[src/rtl/display_scan_pkg.sv]
// Shared types and sizing helpers for the seven-segment scan controller.
package display_scan_pkg;

    localparam int N_DIGITS = 8;
    localparam int SEL_W    = 3;

    typedef enum logic [1:0] {
        ST_IDLE,
        ST_GUARD,
        ST_ON
    } scan_state_t;

    function automatic int CNT_W(input int clk_div);
        return (clk_div > 1) ? $clog2(clk_div) : 1;
    endfunction

endpackage

[src/rtl/display_scan_ctrl_slot_timer.sv]
// Slot prescaler: counts 0..CLK_DIV-1 and flags the last guard and last slot cycles.
module slot_timer
    import display_scan_pkg::*;
#(
    parameter int CLK_DIV = 100000,
    parameter int GUARD   = 1000
) (
    input  logic                        clk,
    input  logic                        rst_n,
    input  logic                        clr,
    output logic [CNT_W(CLK_DIV)-1:0]   cnt,
    output logic                        slot_end,
    output logic                        guard_end
);

    localparam int            W          = CNT_W(CLK_DIV);
    localparam logic [W-1:0]  SLOT_LAST  = W'(CLK_DIV - 1);
    localparam logic [W-1:0]  GUARD_LAST = W'(GUARD - 1);

    logic [W-1:0] cnt_q;
    logic [W-1:0] cnt_d;

    always_comb begin
        cnt_d = cnt_q + W'(1);
        if (clr || slot_end) begin
            cnt_d = '0;
        end
    end

    always_ff @(posedge clk or negedge rst_n) begin
        if (!rst_n) begin
            cnt_q <= '0;
        end else begin
            cnt_q <= cnt_d;
        end
    end

    assign cnt       = cnt_q;
    assign slot_end  = (cnt_q == SLOT_LAST);
    assign guard_end = (cnt_q == GUARD_LAST);

endmodule

[src/rtl/display_scan_ctrl.sv]
// Eight-digit time-multiplexed display scanner driving mux select and active-low anodes.
// Optional anti-ghosting blank interval at each slot start is enabled by SCAN_GUARD_EN.
module display_scan_ctrl
    import display_scan_pkg::*;
#(
    parameter int CLK_DIV = 100000,
    parameter int GUARD   = 1000
) (
    input  logic                  clk,
    input  logic                  rst_n,
    input  logic                  en,
    input  logic [N_DIGITS-1:0]   digit_mask,
    output logic [SEL_W-1:0]      sel,
    output logic [N_DIGITS-1:0]   an,
    output logic                  blank,
    output logic                  frame_tick
);

    scan_state_t          state_q, state_d;
    logic [SEL_W-1:0]     sel_q, sel_d;
    logic [SEL_W-1:0]     next_sel;
    logic [N_DIGITS-1:0]  an_q, an_d;
    logic                 blank_q, blank_d;
    logic                 frame_tick_q, frame_tick_d;
    logic                 lit_q, lit_d;

    logic                        timer_clr;
    logic                        slot_end;
    logic                        guard_end;
    logic [CNT_W(CLK_DIV)-1:0]   unused_cnt;
`ifndef SCAN_GUARD_EN
    logic                        unused_guard_end;
    assign unused_guard_end = guard_end;
`endif

    // Hold the counter at zero while idle so the first slot starts at cnt = 0.
    assign timer_clr = !en || (state_q == ST_IDLE);

    slot_timer #(
        .CLK_DIV (CLK_DIV),
        .GUARD   (GUARD)
    ) u_slot_timer (
        .clk       (clk),
        .rst_n     (rst_n),
        .clr       (timer_clr),
        .cnt       (unused_cnt),
        .slot_end  (slot_end),
        .guard_end (guard_end)
    );

    always_comb begin
        state_d      = state_q;
        sel_d        = sel_q;
        lit_d        = lit_q;
        an_d         = '1;
        blank_d      = 1'b1;
        frame_tick_d = 1'b0;
        next_sel     = sel_q + SEL_W'(1);

        if (!en) begin
            state_d = ST_IDLE;
            sel_d   = '0;
            lit_d   = 1'b0;
        end else begin
            unique case (state_q)
                ST_IDLE: begin
                    sel_d        = '0;
                    frame_tick_d = 1'b1;
`ifdef SCAN_GUARD_EN
                    state_d      = ST_GUARD;
`else
                    state_d      = ST_ON;
                    lit_d        = digit_mask[0];
                    an_d[0]      = ~digit_mask[0];
                    blank_d      = ~digit_mask[0];
`endif
                end
`ifdef SCAN_GUARD_EN
                ST_GUARD: begin
                    if (guard_end) begin
                        state_d     = ST_ON;
                        lit_d       = digit_mask[sel_q];
                        an_d[sel_q] = ~digit_mask[sel_q];
                        blank_d     = ~digit_mask[sel_q];
                    end
                end
`endif
                ST_ON: begin
                    if (slot_end) begin
                        sel_d        = next_sel;
                        frame_tick_d = (next_sel == '0);
`ifdef SCAN_GUARD_EN
                        state_d      = ST_GUARD;
`else
                        // Mask bit for the new digit is taken on its first cycle.
                        lit_d          = digit_mask[next_sel];
                        an_d[next_sel] = ~digit_mask[next_sel];
                        blank_d        = ~digit_mask[next_sel];
`endif
                    end else begin
                        an_d[sel_q] = ~lit_q;
                        blank_d     = ~lit_q;
                    end
                end
                default: begin
                    state_d = ST_IDLE;
                    sel_d   = '0;
                end
            endcase
        end
    end

    always_ff @(posedge clk or negedge rst_n) begin
        if (!rst_n) begin
            state_q      <= ST_IDLE;
            sel_q        <= '0;
            an_q         <= '1;
            blank_q      <= 1'b1;
            frame_tick_q <= 1'b0;
            lit_q        <= 1'b0;
        end else begin
            state_q      <= state_d;
            sel_q        <= sel_d;
            an_q         <= an_d;
            blank_q      <= blank_d;
            frame_tick_q <= frame_tick_d;
            lit_q        <= lit_d;
        end
    end

    assign sel        = sel_q;
    assign an         = an_q;
    assign blank      = blank_q;
    assign frame_tick = frame_tick_q;

endmodule

[config.mk]
export PLATFORM = sky130hd
export DESIGN_NAME = display_scan_ctrl
export DESIGN_NICKNAME = d
export VERILOG_FILES = /design/src/rtl/display_scan_pkg.sv /design/src/rtl/display_scan_ctrl_slot_timer.sv /design/src/rtl/display_scan_ctrl.sv
export SDC_FILE = /design/constraint.sdc
export NUM_CORES = 1
export LEC_CHECK = 0
export BUFFER_PORTS_ARGS = -buffer_cell sky130_fd_sc_hd__buf_4
export CAP_MARGIN = 0
export CELL_PAD_IN_SITES_DETAIL_PLACEMENT = 2
export CELL_PAD_IN_SITES_GLOBAL_PLACEMENT = 2
export CORE_MARGIN = 2
export CORE_UTILIZATION = 32
export DETAILED_ROUTE_END_ITERATION = 7
export PLACE_DENSITY = 0.7
export SETUP_SLACK_MARGIN = 0.5
export SYNTH_ARGS = -nofsm -noshare
export SYNTH_HDL_FRONTEND = slang
export SYNTH_SLANG_ARGS = --single-unit
[constraint.sdc]
create_clock -name clk -period 1.75 [get_ports clk]
set_input_delay 0.0875 -clock clk [delete_from_list [all_inputs] [get_ports clk]]
set_output_delay 0.0875 -clock clk [all_outputs]
set_load 0.01 [all_outputs]
==> impl_metrics.yaml <==
status:
  outcome: "finished with violations"
  violations: "setup timing"
critical_path:
  crit_cells: 6
  worst_setup_path_end_kind: "flip-flop"
  arrival_ps: 2110
  rr_endpoint: "an[7]"
  crit_family: "simple AND/OR/NAND/NOR gates"
  rr_startpoint: "u_slot_timer.cnt[11]"
  cp.required_ps: 1950
  cpPeakStageDelay_ps: 570
  reg2reg_depth: 6
  worst-r2r-setup-slack_ps: -160
  critPathMaxFanout: 7
  start_kind: "flip-flop"
  slowest_stage: "or4_4"
  crit_buf_inv: 2
  worst-setup-path-type: "reg2reg"
  cp_cell_sequence: "or4_4 -> nor4_4 -> buf_6 -> buf_12 -> nor3b_4 -> a31oi_1"
  startpoint: "u_slot_timer.cnt[11]"
pwr:
  comb_power_share: 0.069
  p_switching_w: 0.0003602
  p_int_w: 0.001302
  leakage_nw: 0.9757
  finalPower_w: 0.001663
  p_per_area_mw_per_mm2: 673.5
  seqPwrFrac: 0.455
  clkPwrFrac: 0.476
  switching_share: 0.2167
  peakVddDrop_mv: 0.3575
timing:
  slew_headroom: 0.7016
  slew_violations: 0
  finalHoldViolCount: 0
  tns_ps: -3078
  period_share: 1.094
  rsz0062_at_grt: "yes"
  setup_slack_ps: -165.0
  achievable-frequency_ghz: 0.5222
  fin_crit_ps: 1915
  setup_viol: 29
  fin_skew_ps: 9.465
  tightestPinTransition_ps: 444.5
synthesis:
  synth-edff-count: 0
  ys.flop_type: "dfrtp_1"
  async_reset_ff_frac: 1.000
  ys_ff_latch: 32
  postSynthAreaPerCell_um2: 9.964
  syn_nets: 180
  syn_area_mm2: 0.001654
  synth_cell_types: 42
  yosys_warnings: 0
  syn_inst: 166
  seq_area_frac_synth: 0.4909
global_route:
  grt_pass1_vias: 1529
  grtUsageTotal: 0.1819
  antenna_found_initial: 0
  grt_overflow: 0
  grt_first_pass_wirelength_um: 7762
  grt_start_max_net_pins: 33
routing:
  drc_errors: 0
  antenna_left: 0
  vias: 1467
  avgRoutedWirePerCell_um: 19.71
  drt-initial-drc-count: 50
  drt_pass1_iterations: 4
  totalWireLength_um: 5597
  vias_per_cell: 5.165
min_path:
  hold_end: "frame_tick"
  hold_class: "in2reg"
  worstHoldPathCells: 2
  min_from: "en"
finish:
  drive_gt1_frac: 0.4720
  area_delta_synth_final_pct: 49.24
  final_cell_mix: "39 x buf_4, 22 x dfrtp_1, 15 x nand2_1"
  final_common_cell: "buf_4"
  diodes: 0
  final_area_mm2: 0.002469
  final_nets: 227
cts:
  clk_latency_ps: 280
  cts_max_path_buffers: 2
  path_clk_slew_ps: 70
  tritoncts: "done"
  clockRootBuffer: "clkbuf_8"
  htreeDepth: 2
  numCtsBuffers: 5
  clock_sinks: 32
floorplanning:
  initial_core_util: 0.3280
  die_x_um: 75.90
  die_height_um: 75.90
  fp-row-count: 26
  die_area_mm2: 0.005760
  io_pins: 24
  core-area_mm2: 0.005042
placed_design:
  dp_hpwl_um: 3426
  gp_congestion: 0.8022
  portBuffers: 23
  placed_cell_area_mm2: 0.002063
run:
  drv_cap: 0
area by class of cell:
class,instances,area (µm²)
clock buffers,7,96.34
inverters,3,11.26
clock inverters,1,30.03
repair buffers,47,411.6
flip-flops and latches,32,813.3
well taps,70,87.58
multi-input cells,124,1018
fillers,509,2574
cells by family after synthesis:
logic type                 after synthesis  share of synthesized area
AOI/OAI and AO/OA                       17                    0.06278
muxes                                    4                    0.03177
and+or+nand+nor                         82                     0.2625
DFF                                     32                     0.4909
adders and majority gates                3                    0.02270
buffers and inverters                   10                    0.03403
xor gates and xnor gates                18                    0.09531
layer usage:
metal,part of all wire,vias up,track usage
li1,-,668,-
met4,0.0080,0,0.03509
met2,0.52,23,0.3027
met1,0.44,771,0.2447
met3,0.029,5,0.03968
met5,0,-,0
cell usage after synthesis (2+ instances only):
cell      instances  area (µm²)
a21oi_1           3       15.01
a31oi_1           5       31.28
and3_1            7       43.79
buf_4             2       15.01
clkbuf_1          4       15.01
dfrtp_1          23       575.6
dfstp_2           9       236.5
ha_1              3       37.54
inv_1             3       11.26
mux2i_1           3       30.03
nand2_1          16       60.06
nand3_1           3       15.01
nand3b_1          2       15.01
nand4_1           6       37.54
nor2_1           25       93.84
nor3_1            3       15.01
nor4_1            3       18.77
o21ai_0           5       25.02
or4_1             2       15.01
xnor2_1           7       61.31
xor2_1           11       96.34
per-stage QoR:
step / hold slack (ps) / utilization / setup WS [ps] / std cells
after detailed placement: 55.10 / 0.4092 / -71.14 / 271
after CTS: 92.46 / 0.4514 / -82.18 / 283
after global routing: 95.01 / 0.4896 / -211.9 / 284
after floorplan: -208.1 / - / -19.45 / 166
after global placement: 46.28 / 0.4092 / 14.73 / 271
final: 105.8 / 0.4896 / -165.0 / 284
state kept, by name, indices dropped and copies added, names as in the netlist:
signal and count:
u_slot_timer.cnt 17, frame_tick 1, sel 3, blank 1, an 8, lit_q 1
state_q 1
timing repair:
action	CTS	global route
buffers inserted	1	0
hold buffers	2	0
endpoints found under the setup margin	29	29
pin swaps	1	15
endpoints found under the hold margin	24	0
resized for setup	11	42
cloned	1	1
how the worst max path moves through the flow:
stage / endpoint
after floorplan: lit_q
after global placement: an[0]
after detailed placement: an[7]
after CTS: an[7]
after global routing: an[0]
final: an[7]
power groups by stage:
stage	sequential (W)	clock, W	combinational, W
global placement	0.000769	0	0.0000835
floorplan	0.000770	0	0.0000280
detailed placement	0.000769	0	0.0000872
CTS	0.000756	0.000807	0.0000927
finish	0.000757	0.000792	0.000114
global route	0.000757	0.000850	0.000124
Note: power is estimated with default switching activity, not from simulation.
